### src/rtl/gon_pkg.sv
// Shared GON width and population defaults.
package gon_pkg;

  localparam int unsigned GON_ID_LEN    = 4;
  localparam int unsigned GON_COL_LEN   = 5;
  localparam int unsigned GON_VALUE_LEN = 32;
  localparam int unsigned GON_XBUS_NUMS = 12;
  localparam int unsigned GON_PE_NUMS   = 14;

endpackage

### src/rtl/gon_id_match.sv
// One scan-loaded master ID register plus the match compare that produces the master's ready.
module gon_id_match
  import gon_pkg::*;
#(
  parameter int unsigned ID_LEN = GON_ID_LEN
) (
  input  logic              i_clk,
  input  logic              i_rst_n,
  input  logic              i_shift,
  input  logic [ID_LEN-1:0] i_scan,
  input  logic              i_ready,
  input  logic [ID_LEN-1:0] i_match_id,
  output logic [ID_LEN-1:0] o_id,
  output logic              o_ready
);

  logic [ID_LEN-1:0] r_id;

  always_ff @(posedge i_clk or negedge i_rst_n) begin
    if (!i_rst_n) begin
      r_id <= '0;
    end else if (i_shift) begin
      r_id <= i_scan;
    end
  end

  assign o_id    = r_id;
  assign o_ready = i_ready && (r_id == i_match_id);

endmodule

### src/rtl/gon_tag_bus.sv
// Tag-matched gather bus: ID-matched ready fan-out, lowest-index enabled data return.
// GON_BUS_PIPE_EN registers the return path (1-cycle latency); default is combinational.
module gon_tag_bus
  import gon_pkg::*;
#(
  parameter int unsigned MASTER_NUMS = GON_XBUS_NUMS,
  parameter int unsigned ID_LEN      = GON_ID_LEN,
  parameter int unsigned PASS_LEN    = GON_COL_LEN,
  parameter int unsigned VALUE_LEN   = GON_VALUE_LEN
) (
  input  logic                        clk,
  input  logic                        rst,
  input  logic [ID_LEN+PASS_LEN:0]    ready_tag,
  output logic [VALUE_LEN:0]          enable_value,
  output logic [PASS_LEN:0]           master_ready_tag   [MASTER_NUMS],
  input  logic [VALUE_LEN:0]          master_enable_data [MASTER_NUMS],
  input  logic                        set_id,
  input  logic [ID_LEN-1:0]           id_scan_in,
  output logic [ID_LEN-1:0]           id_scan_out
);

  logic                w_ready;
  logic [ID_LEN-1:0]   w_match_id;
  logic [PASS_LEN-1:0] w_pass;
  logic [ID_LEN-1:0]   w_id       [MASTER_NUMS];
  logic                w_ready_i  [MASTER_NUMS];
  logic [VALUE_LEN:0]  w_ret;

  assign {w_ready, w_match_id, w_pass} = ready_tag;

  for (genvar g = 0; g < MASTER_NUMS; g++) begin : g_master
    logic [ID_LEN-1:0] w_scan;

    if (g == 0) begin : g_head
      assign w_scan = id_scan_in;
    end else begin : g_link
      assign w_scan = w_id[g-1];
    end

    gon_id_match #(
      .ID_LEN(ID_LEN)
    ) u_match (
      .i_clk      (clk),
      .i_rst_n    (rst),
      .i_shift    (set_id),
      .i_scan     (w_scan),
      .i_ready    (w_ready),
      .i_match_id (w_match_id),
      .o_id       (w_id[g]),
      .o_ready    (w_ready_i[g])
    );

    assign master_ready_tag[g] = {w_ready_i[g], w_pass};
  end

  assign id_scan_out = w_id[MASTER_NUMS-1];

  // First enabled master wins; its enable bit doubles as the "already found" flag.
  always_comb begin
    w_ret = '0;
    for (int unsigned i = 0; i < MASTER_NUMS; i++) begin
      if (master_enable_data[i][VALUE_LEN] && !w_ret[VALUE_LEN]) begin
        w_ret = master_enable_data[i];
      end
    end
  end

`ifdef GON_BUS_PIPE_EN
  logic [VALUE_LEN:0] r_ret;

  always_ff @(posedge clk or negedge rst) begin
    if (!rst) begin
      r_ret <= '0;
    end else begin
      r_ret <= w_ret;
    end
  end

  assign enable_value = r_ret;
`else
  assign enable_value = w_ret;
`endif

endmodule

### config.mk
export PLATFORM = sky130hd
export DESIGN_NAME = gon_tag_bus
export DESIGN_NICKNAME = d
export VERILOG_FILES = /design/src/rtl/gon_pkg.sv /design/src/rtl/gon_id_match.sv /design/src/rtl/gon_tag_bus.sv
export SDC_FILE = /design/constraint.sdc
export NUM_CORES = 1
export LEC_CHECK = 0
export BUFFER_PORTS_ARGS = -buffer_cell sky130_fd_sc_hd__buf_4
export CAP_MARGIN = 30
export CORE_AREA = 2 2 204 206
export DETAILED_ROUTE_END_ITERATION = 8
export DIE_AREA = 0 0 206 208
export PLACE_DENSITY = 0.45
export SYNTH_ARGS = -nofsm -noshare
export SYNTH_HDL_FRONTEND = slang
export SYNTH_SLANG_ARGS = --single-unit
### constraint.sdc
create_clock -name clk -period 6.3 [get_ports clk]
set_clock_uncertainty 0.15 [all_clocks]
set_input_delay 0.315 -clock clk [delete_from_list [all_inputs] [get_ports clk]]
set_output_delay 0.315 -clock clk [all_outputs]
set_load 0.05 [all_outputs]
==> summary by stage <==
Power and ir drop
The power per standard cell area is 172 mW/mm^2. The post-route total power is 1.69 mW. The leakage power is ~4.3 nW. VDD sags by at most 154 uV.

STA
The transition at the pin with the smallest max-transition slack is 1010 ps. Derived from the worst setup path, the maximum achievable clock frequency is about 0.25 GHz. Headroom to the max-slew limit came out at 32.9%. The final count of hold timing violations is 0.

The final total negative setup slack is 0 ps. The share of the clock period used by the worst path is 63.1%. Setup repair after global routing left no endpoint under its margin.

Setup violations remaining at the end of the flow were counted as 0. The clock period minus final worst setup slack is 3970 ps. The number of max-slew violations in the final report is 0.

CTS
No sink is reached through more buffers than the 2 on the longest clock path. TritonCTS built the clock tree. The post-cts sizing count is 0. The maximum level of the CTS H-tree is 2.

Counting every sink on the clock net gives 48. Buffers added to address setup during post-CTS repair amount to 0. The clock-pin slew of the registers on the worst-case setup and hold paths is 70 ps. The master cell of the clock root buffer is clkbuf_16. Buffers inserted during clock tree synthesis total 5. The clock latency of the later-clocked register in the worst-skew pair is 280 ps.

Synth
The async set-or-reset flop fraction in the synthesized netlist is 100%. The sequential element share of the synthesized area is 19.1%. After synthesis, the most frequently instantiated cells are nand2_1 (109), a21oi_1 (96), buf_4 (72), clkbuf_1 (63). Among all cell types in the netlist, the one instantiated most often is nand2_1.

The number of different library cells in the post-synthesis netlist is 52. Each instance of the synthesized netlist takes up on average 7.56 um^2. Synthesis produced 833 cells. The synthesized netlist occupies a cell area of 0.00630 mm^2.

Yosys printed 0 warnings. Yosys mapped a number of flops with a built-in enable equal to 0. The net count of the mapped netlist is 1246. Sorting the synthesized cells by area gives the leading types as dfrtp_1 (19%), buf_4 (8.6%), mux2_2 (8.6%), a21oi_1 (7.6%), nand2_1 (6.5%). The area share of the leading cell type in the synthesized netlist is 19.1%.

The leading area contributor after synthesis is dfrtp_1. Counting flops and latches in the post-synthesis netlist gives 48. The commonest register cell after synthesis is dfrtp_1.

Min path
The worst hold path class is input pin to flip-flop.

Floorplan
The full die area is ~0.043 mm^2. The initialized floorplan defines 74 standard-cell rows. The die is between 200 and 250 um wide.

The placeable core region is 0.0406 mm^2. Once the floorplan was initialized, standard cells occupied 15.5% of the core. The count of pins on the block boundary is about 520. The die outline height is 208 um.

Routing
Using the TritonRoute via totals, the vias-per-cell ratio works out to around 4.8. After detailed routing, the average wire length per cell comes to 26.7 um. The count of unresolved DRC violations after routing is 0.

The remaining number of nets flagged by the antenna check after routing is 0. The post-detailed-routing wire length is 45600 um. The detailed-routing iteration count for the pre-antenna-repair pass is 7.

In this run, the number of DRC markers left after iteration 0 of detailed routing was 556. The final route contains roughly 8100 vias.

Run status
The flow ran to the end, and the final reports show no timing, DRC or antenna violations.

Layout
The final net count is 1572. Fill cells in the final layout number ~4600. The ratio of cells with drive above 1 in the final layout is 45.9%. The flip-flop count of the largest register after layout is 48. The finished cells cover 0.00986 mm^2. The area occupied by multi-input gates is 0.00424 mm^2. The area growth from synthesis to final layout is 56.6%.

The storage element area is 0.00120 mm^2.

Place
The routability congestion estimate from global placement is 0.909. The placed wire-length estimate after detailed placement is 38000 um. The total of buffers placed on input and output ports is 456. The instance area at placement is slightly below 0.01 mm^2.

Worst setup path
The family with the most delay on the worst path is simple AND/OR/NAND/NOR gates. In this run the worst path has a maximum fanout of 69. The cell occurring most often along the worst timing path is buf_4. For this run, the slowest stage of the critical path takes roughly 630 ps. The critical path runs through a total of 9 cells. The critical path is of the input pin to primary output type. The worst register-to-register path ends at g_master[1].u_match.o_id[0]. STA classifies the critical path endpoint as a primary output. The worst endpoint data arrival time is 3510 ps. The reg2reg setup slack is 5330 ps. Tracing the worst setup path back leads to its startpoint at master_enable_data[395]. The worst register-to-register path has a depth of 1.

The launch point of the worst reg-to-reg path is g_master[0].u_match.o_id[0]. The most critical setup path has its endpoint at enable_value[24]. The signal on the critical path passes through buf_4 > nor4_4 > buf_4 > nand3_1 > nor2_2 > buf_4 > a221oi_1 > o22ai_1 > buf_4.

The critical path buffer and inverter count is 4. The slowest cell on the critical path is nand3_1. STA puts the critical path data required time at 5830 ps. The worst setup path is launched from an input pin.

Global route
The residual overflow from global routing is 0. The first-pass GRT wire length is 61400 um. The overall fraction of global-route tracks in use is roughly a fifth. The initial antenna violation count came to 22. The via count of the first global-routing pass is 8513.

The largest net degree at the start of global routing is 70.

Run
Max-cap violations in this run came to 0.
==> report_power, final <==
part | switching (mW) | internal, mW | total, mW
Sequential | 0.101 | 0.415 | 0.516
Clock | 0.116 | 0.187 | 0.302
Combinational | 0.456 | 0.418 | 0.874
==> layout make-up <==
type / count / area share, %
Clock buffer: 5 / 1.27
Multi-Input combinational cell: 626 / 42.9
Clock inverter: 3 / 0.431
Tap cell: 532 / 6.75
Antenna cell: 12 / 0.304
Sequential cell: 48 / 12.2
Timing Repair Buffer: 470 / 35.8
Inverter: 8 / 0.304
==> how the worst min path moves through the flow <==
stage	start	to	slack (ps)	cells past startpoint
after floorplan	rst	g_master[0].u_match.o_id[0]	-130	0
after global placement	rst	g_master[0].u_match.o_id[3]	230	1
after detailed placement	rst	g_master[0].u_match.o_id[3]	230	1
after CTS	id_scan_in[3]	g_master[0].u_match.o_id[3]	110	2
after global routing	id_scan_in[3]	g_master[0].u_match.o_id[3]	110	2
final	id_scan_in[3]	g_master[0].u_match.o_id[3]	110	2
==> stage by stage <==
stage,util [%],hold WS [ps],cells,worst slack [ps]
after floorplan,-,-131,833,2490
after global placement,23.8,226,1681,2260
after detailed placement,23.8,233,1683,2400
after CTS,24.3,107,1692,2400
after global routing,24.3,108,1701,2140
final,24.3,111,1704,2330
==> timing repair <==
| action | CTS | global route |
|---|---|---|
| setup endpoints to repair | 0 | 0 |
| endpoints found under the hold margin | 48 | 0 |
| hold buffers | 1 | 0 |
==> placed cells by master (no fill, tap or decap), types with 3 or more instances in the layout <==
cell / Yosys / final
buf_4: 72 / 467
nand2_1: 109 / 109
a21oi_1: 96 / 96
mux2_2: 48 / 48
dfrtp_1: 48 / 48
xor2_1: 36 / 36
a22oi_1: 30 / 30
a221oi_1: 21 / 21
a211oi_1: 21 / 21
o22ai_1: 20 / 20
nand3b_1: 19 / 19
nand3_1: 18 / 18
nor2_1: 21 / 18
o211ai_1: 18 / 18
nor4_1: 14 / 14
a222oi_1: 13 / 13
o22a_1: 13 / 13
diode_2: 0 / 12
a2111oi_0: 14 / 12
xnor2_1: 12 / 12
nand2b_1: 11 / 11
inv_1: 8 / 8
o21ai_0: 8 / 8
o221ai_1: 8 / 8
a2bb2oi_1: 8 / 8
o31ai_1: 8 / 8
nor3_1: 7 / 7
a21boi_0: 7 / 7
nor2b_1: 7 / 6
a22o_1: 6 / 6
or3_1: 5 / 5
clkbuf_16: 0 / 5
a211o_1: 4 / 4
nor2_2: 0 / 3
a32o_1: 3 / 3
==> metal layers <==
layer | global-route usage, % | routed length [um] | up-vias
met5 | 0 | 116 | -
met4 | 8.00 | 1660 | 18
met3 | 6.17 | 3980 | 68
met2 | 36.5 | 23200 | 403
met1 | 21.3 | 16600 | 3915
li1 | - | - | 3737
==> cells by family after synthesis <==
logic type                Yosys count  share of synthesized area (%)
AOI/OAI and AO/OA                 304                           33.8
and+or+nand+nor                   226                           17.7
buffers and inverters             159                           14.2
xor gates and xnor gates           48                           6.67
muxes                              48                           8.58
DFF                                48                           19.1
No activity file was read; power rests on OpenSTA's default activity.
